`src/rtl/alarm_ringer.sv`:
```
// Alarm ringer: IDLE/RING/SNOOZE controller with double-beep buzzer,
// auto-silence timeout and snooze countdown.
module alarm_ringer #(
    parameter int unsigned SNOOZE_SEC   = 300,
    parameter int unsigned RING_MAX_SEC = 60
) (
    input  logic       clk,
    input  logic       rst_n,
    input  logic       tick_1hz,
    input  logic       tick_beep,
    input  logic       alarm_en,
    input  logic       alarm_arm,
    input  logic       key_stop,
    input  logic       key_snooze,
    output logic       buzzer,
    output logic       ringing,
    output logic       snoozing,
    output logic [8:0] snooze_left
);

    typedef enum logic [1:0] {
        IDLE   = 2'd0,
        RING   = 2'd1,
        SNOOZE = 2'd2
    } state_e;

    localparam logic [8:0] SNOOZE_LOAD = 9'(SNOOZE_SEC);
    localparam logic [6:0] RING_LAST   = 7'(RING_MAX_SEC - 1);

    state_e     state_q;
    logic       alarm_en_q;
    logic [6:0] ring_sec_q;
    logic [2:0] phase_q;
    logic [8:0] snooze_left_q;
    logic       rise;

    // Only a fresh rising edge of the match window may start ringing.
    assign rise = alarm_en & ~alarm_en_q;

    // State machine; priority is disarm, stop, snooze, then tick events.
    always_ff @(posedge clk or negedge rst_n) begin
        if (!rst_n) begin
            state_q       <= IDLE;
            alarm_en_q    <= 1'b0;
            ring_sec_q    <= 7'd0;
            phase_q       <= 3'd0;
            snooze_left_q <= 9'd0;
        end else begin
            alarm_en_q <= alarm_en;
            if (!alarm_arm) begin
                state_q       <= IDLE;
                snooze_left_q <= 9'd0;
            end else begin
                case (state_q)
                    IDLE: begin
                        if (rise) begin
                            state_q    <= RING;
                            ring_sec_q <= 7'd0;
                            phase_q    <= 3'd0;
                        end
                    end
                    RING: begin
                        if (key_stop) begin
                            state_q       <= IDLE;
                            snooze_left_q <= 9'd0;
                        end else if (key_snooze) begin
                            state_q       <= SNOOZE;
                            snooze_left_q <= SNOOZE_LOAD;
                        end else begin
                            if (tick_1hz) begin
                                // The timeout tick leaves RING, so no wrap.
                                if (ring_sec_q == RING_LAST) begin
                                    state_q <= IDLE;
                                end
                                ring_sec_q <= ring_sec_q + 7'd1;
                            end
                            if (tick_beep) begin
                                phase_q <= phase_q + 3'd1;
                            end
                        end
                    end
                    SNOOZE: begin
                        if (key_stop) begin
                            state_q       <= IDLE;
                            snooze_left_q <= 9'd0;
                        end else if (tick_1hz) begin
                            // Last second of snooze re-enters RING fresh.
                            if (snooze_left_q <= 9'd1) begin
                                state_q       <= RING;
                                ring_sec_q    <= 7'd0;
                                phase_q       <= 3'd0;
                                snooze_left_q <= 9'd0;
                            end else begin
                                snooze_left_q <= snooze_left_q - 9'd1;
                            end
                        end
                    end
                    default: begin
                        state_q       <= IDLE;
                        snooze_left_q <= 9'd0;
                    end
                endcase
            end
        end
    end

    // Outputs decoded purely from registered state.
    assign ringing     = (state_q == RING);
    assign snoozing    = (state_q == SNOOZE);
    assign snooze_left = snooze_left_q;
    assign buzzer      = ringing & ((phase_q == 3'd0) | (phase_q == 3'd2));

endmodule

```
`config.mk`:
```
export PLATFORM = sky130hd
export DESIGN_NAME = alarm_ringer
export DESIGN_NICKNAME = d
export VERILOG_FILES = /design/src/rtl/alarm_ringer.sv
export SDC_FILE = /design/constraint.sdc
export NUM_CORES = 1
export LEC_CHECK = 0
export CELL_PAD_IN_SITES_DETAIL_PLACEMENT = 1
export CELL_PAD_IN_SITES_GLOBAL_PLACEMENT = 2
export CORE_MARGIN = 3
export CORE_UTILIZATION = 25
export DETAILED_ROUTE_END_ITERATION = 6
export HOLD_SLACK_MARGIN = 0.08
export PLACE_DENSITY = 0.68
export SETUP_SLACK_MARGIN = 0.4
export SYNTH_ARGS = -nofsm -noshare
export SYNTH_HDL_FRONTEND = slang
export SYNTH_SLANG_ARGS = --single-unit
```
`constraint.sdc`:
```
create_clock -name clk -period 2.35 [get_ports clk]
set_input_delay 0.47 -clock clk [delete_from_list [all_inputs] [get_ports clk]]
set_output_delay 0.47 -clock clk [all_outputs]
set_load 0.03 [all_outputs]
```
==> results of run 1 <==
==> layer usage <==
layer	share of wire [%]	global-route usage (%)
met2	55	28.5
met3	2.5	2.77
met5	0	0
met4	0.87	3.21
met1	42	17.6
==> cells in the mapped netlist, types with 2 or more instances <==
library cell	count	area share [%]
a211oi_1	2	1.1
a21oi_1	2	0.71
a22o_1	5	3.1
and3_1	3	1.3
clkbuf_1	3	0.79
dfrtp_1	22	39
ha_1	8	7.1
inv_1	6	1.6
nand2_1	17	4.5
nand2b_1	9	4.0
nand3_1	13	4.6
nand4_1	2	0.88
nor2_1	10	2.6
nor2b_1	3	1.3
nor3_1	5	1.8
o21ai_0	16	5.6
o31ai_1	4	2.1
or2_2	2	0.88
or3_1	3	1.3
or4b_1	4	2.8
==> logic make-up after synthesis <==
kind of cell,count (synthesis),synth area share [%]
and+or+nand+nor,77,30.1
AOI/OAI and AO/OA,39,19.6
DFF,22,38.8
buffers and inverters,9,2.38
adders and majority gates,8,7.05
muxes,2,1.50
xor gates and xnor gates,1,0.617
==> timing repair <==
item / CTS / global route
buffers inserted: 14 / 7
pin swaps: 5 / 7
setup endpoints to repair: 20 / 27
gates resized for setup: 17 / 33
==> how the worst max path moves through the flow <==
stage                           endpoint  slack [ns]
4_1_cts        ring_sec_q[6]$_DFFE_PN0P_        0.25
5_1_grt        ring_sec_q[5]$_DFFE_PN0P_        0.27
3_5_place_dp   ring_sec_q[6]$_DFFE_PN0P_        0.09
3_3_place_gp   ring_sec_q[5]$_DFFE_PN0P_        0.16
6_report       ring_sec_q[5]$_DFFE_PN0P_        0.33
2_1_floorplan  ring_sec_q[5]$_DFFE_PN0P_        0.31
==> registers in the layout, indices dropped and copies added (netlist names) <==
| register | count |
|---|---|
| state_q | 2 |
| ring_sec_q | 7 |
| snooze_left | 9 |
| alarm_en_q | 1 |
| phase_q | 3 |
==> power by group through the flow <==
stage                     clock network, mW  logic, mW  registers, mW
after CTS                             0.298      0.444          0.536
final                                 0.284      0.484          0.540
after global placement                    0      0.383          0.533
after floorplan                           0      0.269          0.515
after global routing                  0.324      0.542          0.553
after detailed placement                  0      0.403          0.540
==> through the flow <==
stage                     hold slack, ns  instances  util (%)
final                              0.527        278      40.5
after CTS                          0.536        271      38.0
after floorplan                    0.174        158         -
after global routing               0.550        278      40.5
after detailed placement           0.515        253      33.9
after global placement             0.468        253      33.9
==> worst max-delay path, stage by stage (launching register included) <==
cell and delay [ns]:
dfrtp_2 0.41, or4_4 0.57, o31ai_4 0.25, nand3_4 0.13, or4b_4 0.53, nand3_2 0.07
==> layout make-up <==
type                       instances  share of cell area, %
multi-input combinational        127                   46.2
inverter                           6                   1.05
sequential                        22                   26.1
tap                               70                   4.08
clock buffer                       4                   2.57
timing repair buffer              49                   20.0
==> impl_metrics.py, run 1 <==
metrics = {
    "detailed_routing": {
        "wire_per_inst_um": 16.5,
        "wl_um": 4600,
        "vias": 1391,
        "drt_iter0_drc": 27,
        "drc": 0,
        "drtPass1Iterations": 6,
        "viasPerCell": 5.00,
        "ant_nets": 0,
    },
    "sta": {
        "worstMarginPinSlew_ns": 0.330,
        "clock_skew_ns": 0.00364,
        "slew_violations": 0,
        "slew_headroom_pct": 78.0,
        "rsz0062_at_grt": "yes",
        "fin_ws_ns": 0.327,
        "setup_viol": 0,
        "hold_violations": 0,
        "period_share_pct": 86.1,
        "tns_ns": 0,
        "fmax_ghz": 0.494,
        "period_needed_ns": 2.02,
    },
    "cells_and_area": {
        "final_cell_area_mm2": 0.00215,
        "final_cell_mix": "26 x buf_4, 17 x nand2_1, 14 x dfrtp_1",
        "syn_to_final_growth_pct": 51.2,
        "seqCellArea_um2": 561,
        "layout_commonest_cell": "buf_4",
        "multi_input_area_um2": 991,
        "drive_gt1_share_pct": 37.5,
        "finalNetCount": 225,
        "fillers": 617,
        "antenna_cells": 0,
    },
    "floorplan": {
        "die_w_um": 81.3,
        "start_util_pct": 26.8,
        "rows": 26,
        "die_area_mm2": 0.00662,
        "dieHeight_um": 81.3,
        "io_pins": 20,
        "core_area_mm2": 0.00530,
    },
    "synthesis": {
        "ys_warn_count": 0,
        "syn_area_per_cell_um2": 8.98,
        "synth_edf_count": 0,
        "ys_ff_latch": 22,
        "yosysUniqueCellTypes": 39,
        "syn_inst": 158,
        "ys_async_sr_fraction_pct": 100,
        "yosysSeqAreaShare_pct": 38.8,
        "synth-main-ff-cell": "dfrtp_1",
        "syn-num-nets": 174,
        "syn_area_mm2": 0.00142,
    },
    "placed_design": {
        "pre_cts_ws_ns": 0.0911,
        "port_buffers": 19,
        "hpwl_um": 3150,
        "place_congestion": 0.813,
        "place_area_mm2": 0.00180,
    },
    "pwr": {
        "p_seq_share_pct": 41.3,
        "ir_drop_uv": 188,
        "comb_power_share_pct": 37.0,
        "p_switching_uw": 475,
        "p_per_area_mw_per_mm2": 609,
        "total_power_mw": 1.31,
        "swShare_pct": 36.3,
        "p_int_uw": 833,
        "p_leak_nw": 0.950,
        "p_clk_share_pct": 21.7,
    },
    "clock_tree": {
        "cts_buffers": 3,
        "clk_path_buf_depth": 2,
        "htreeDepth": 1,
        "holdBufCountCts": 0,
        "cts-root-buf": "clkbuf_8",
        "cts_num_sinks": 22,
        "clkTransAtPathRegs_ns": 0.08,
        "clock_latency_ns": 0.27,
        "cts_tree": "yes",
    },
    "global_routing": {
        "grt_max_degree": 23,
        "antenna_found_initial": 0,
        "grt_pass1_wl_um": 7710,
        "overflow": 0,
        "track_usage_pct": 15.1,
        "grt_pass1_vias": 1545,
    },
    "critical_path": {
        "startpoint": "snooze_left[4]$_DFFE_PN0P_",
        "crit_required_ns": 2.56,
        "crit_arrival_ns": 2.23,
        "r2r-start": "snooze_left[4]$_DFFE_PN0P_",
        "timing.rr.end": "ring_sec_q[5]$_DFFE_PN0P_",
        "endpoint_kind": "flop",
        "cp-start-kind": "flop",
        "r2r_slack_ns": 0.33,
        "path_class": "flop to flop",
        "crit_fanout": 7,
        "worstRegToRegCells": 5,
    },
    "min_path": {
        "hold_start": "phase_q[1]$_DFFE_PN0P_",
        "hold_path_class": "flop to flop",
        "min_to": "phase_q[1]$_DFFE_PN0P_",
        "hold_depth": 2,
    },
    "run_status": {
        "status": "complete, no violations",
    },
    "job": {
        "cap_violations": 0,
    },
}
Power figures use the tool's default switching activity.
==> inputs of run 2 (changes only) <==
--- a/config.mk
+++ b/config.mk
@@ -13,6 +13,7 @@
 export HOLD_SLACK_MARGIN = 0.08
 export PLACE_DENSITY = 0.68
 export SETUP_SLACK_MARGIN = 0.4
+export SLEW_MARGIN = 20
 export SYNTH_ARGS = -nofsm -noshare
 export SYNTH_HDL_FRONTEND = slang
 export SYNTH_SLANG_ARGS = --single-unit
==> results of run 2 <==
Same layout as run 1: the final DEF is identical, and so are final timing and power.
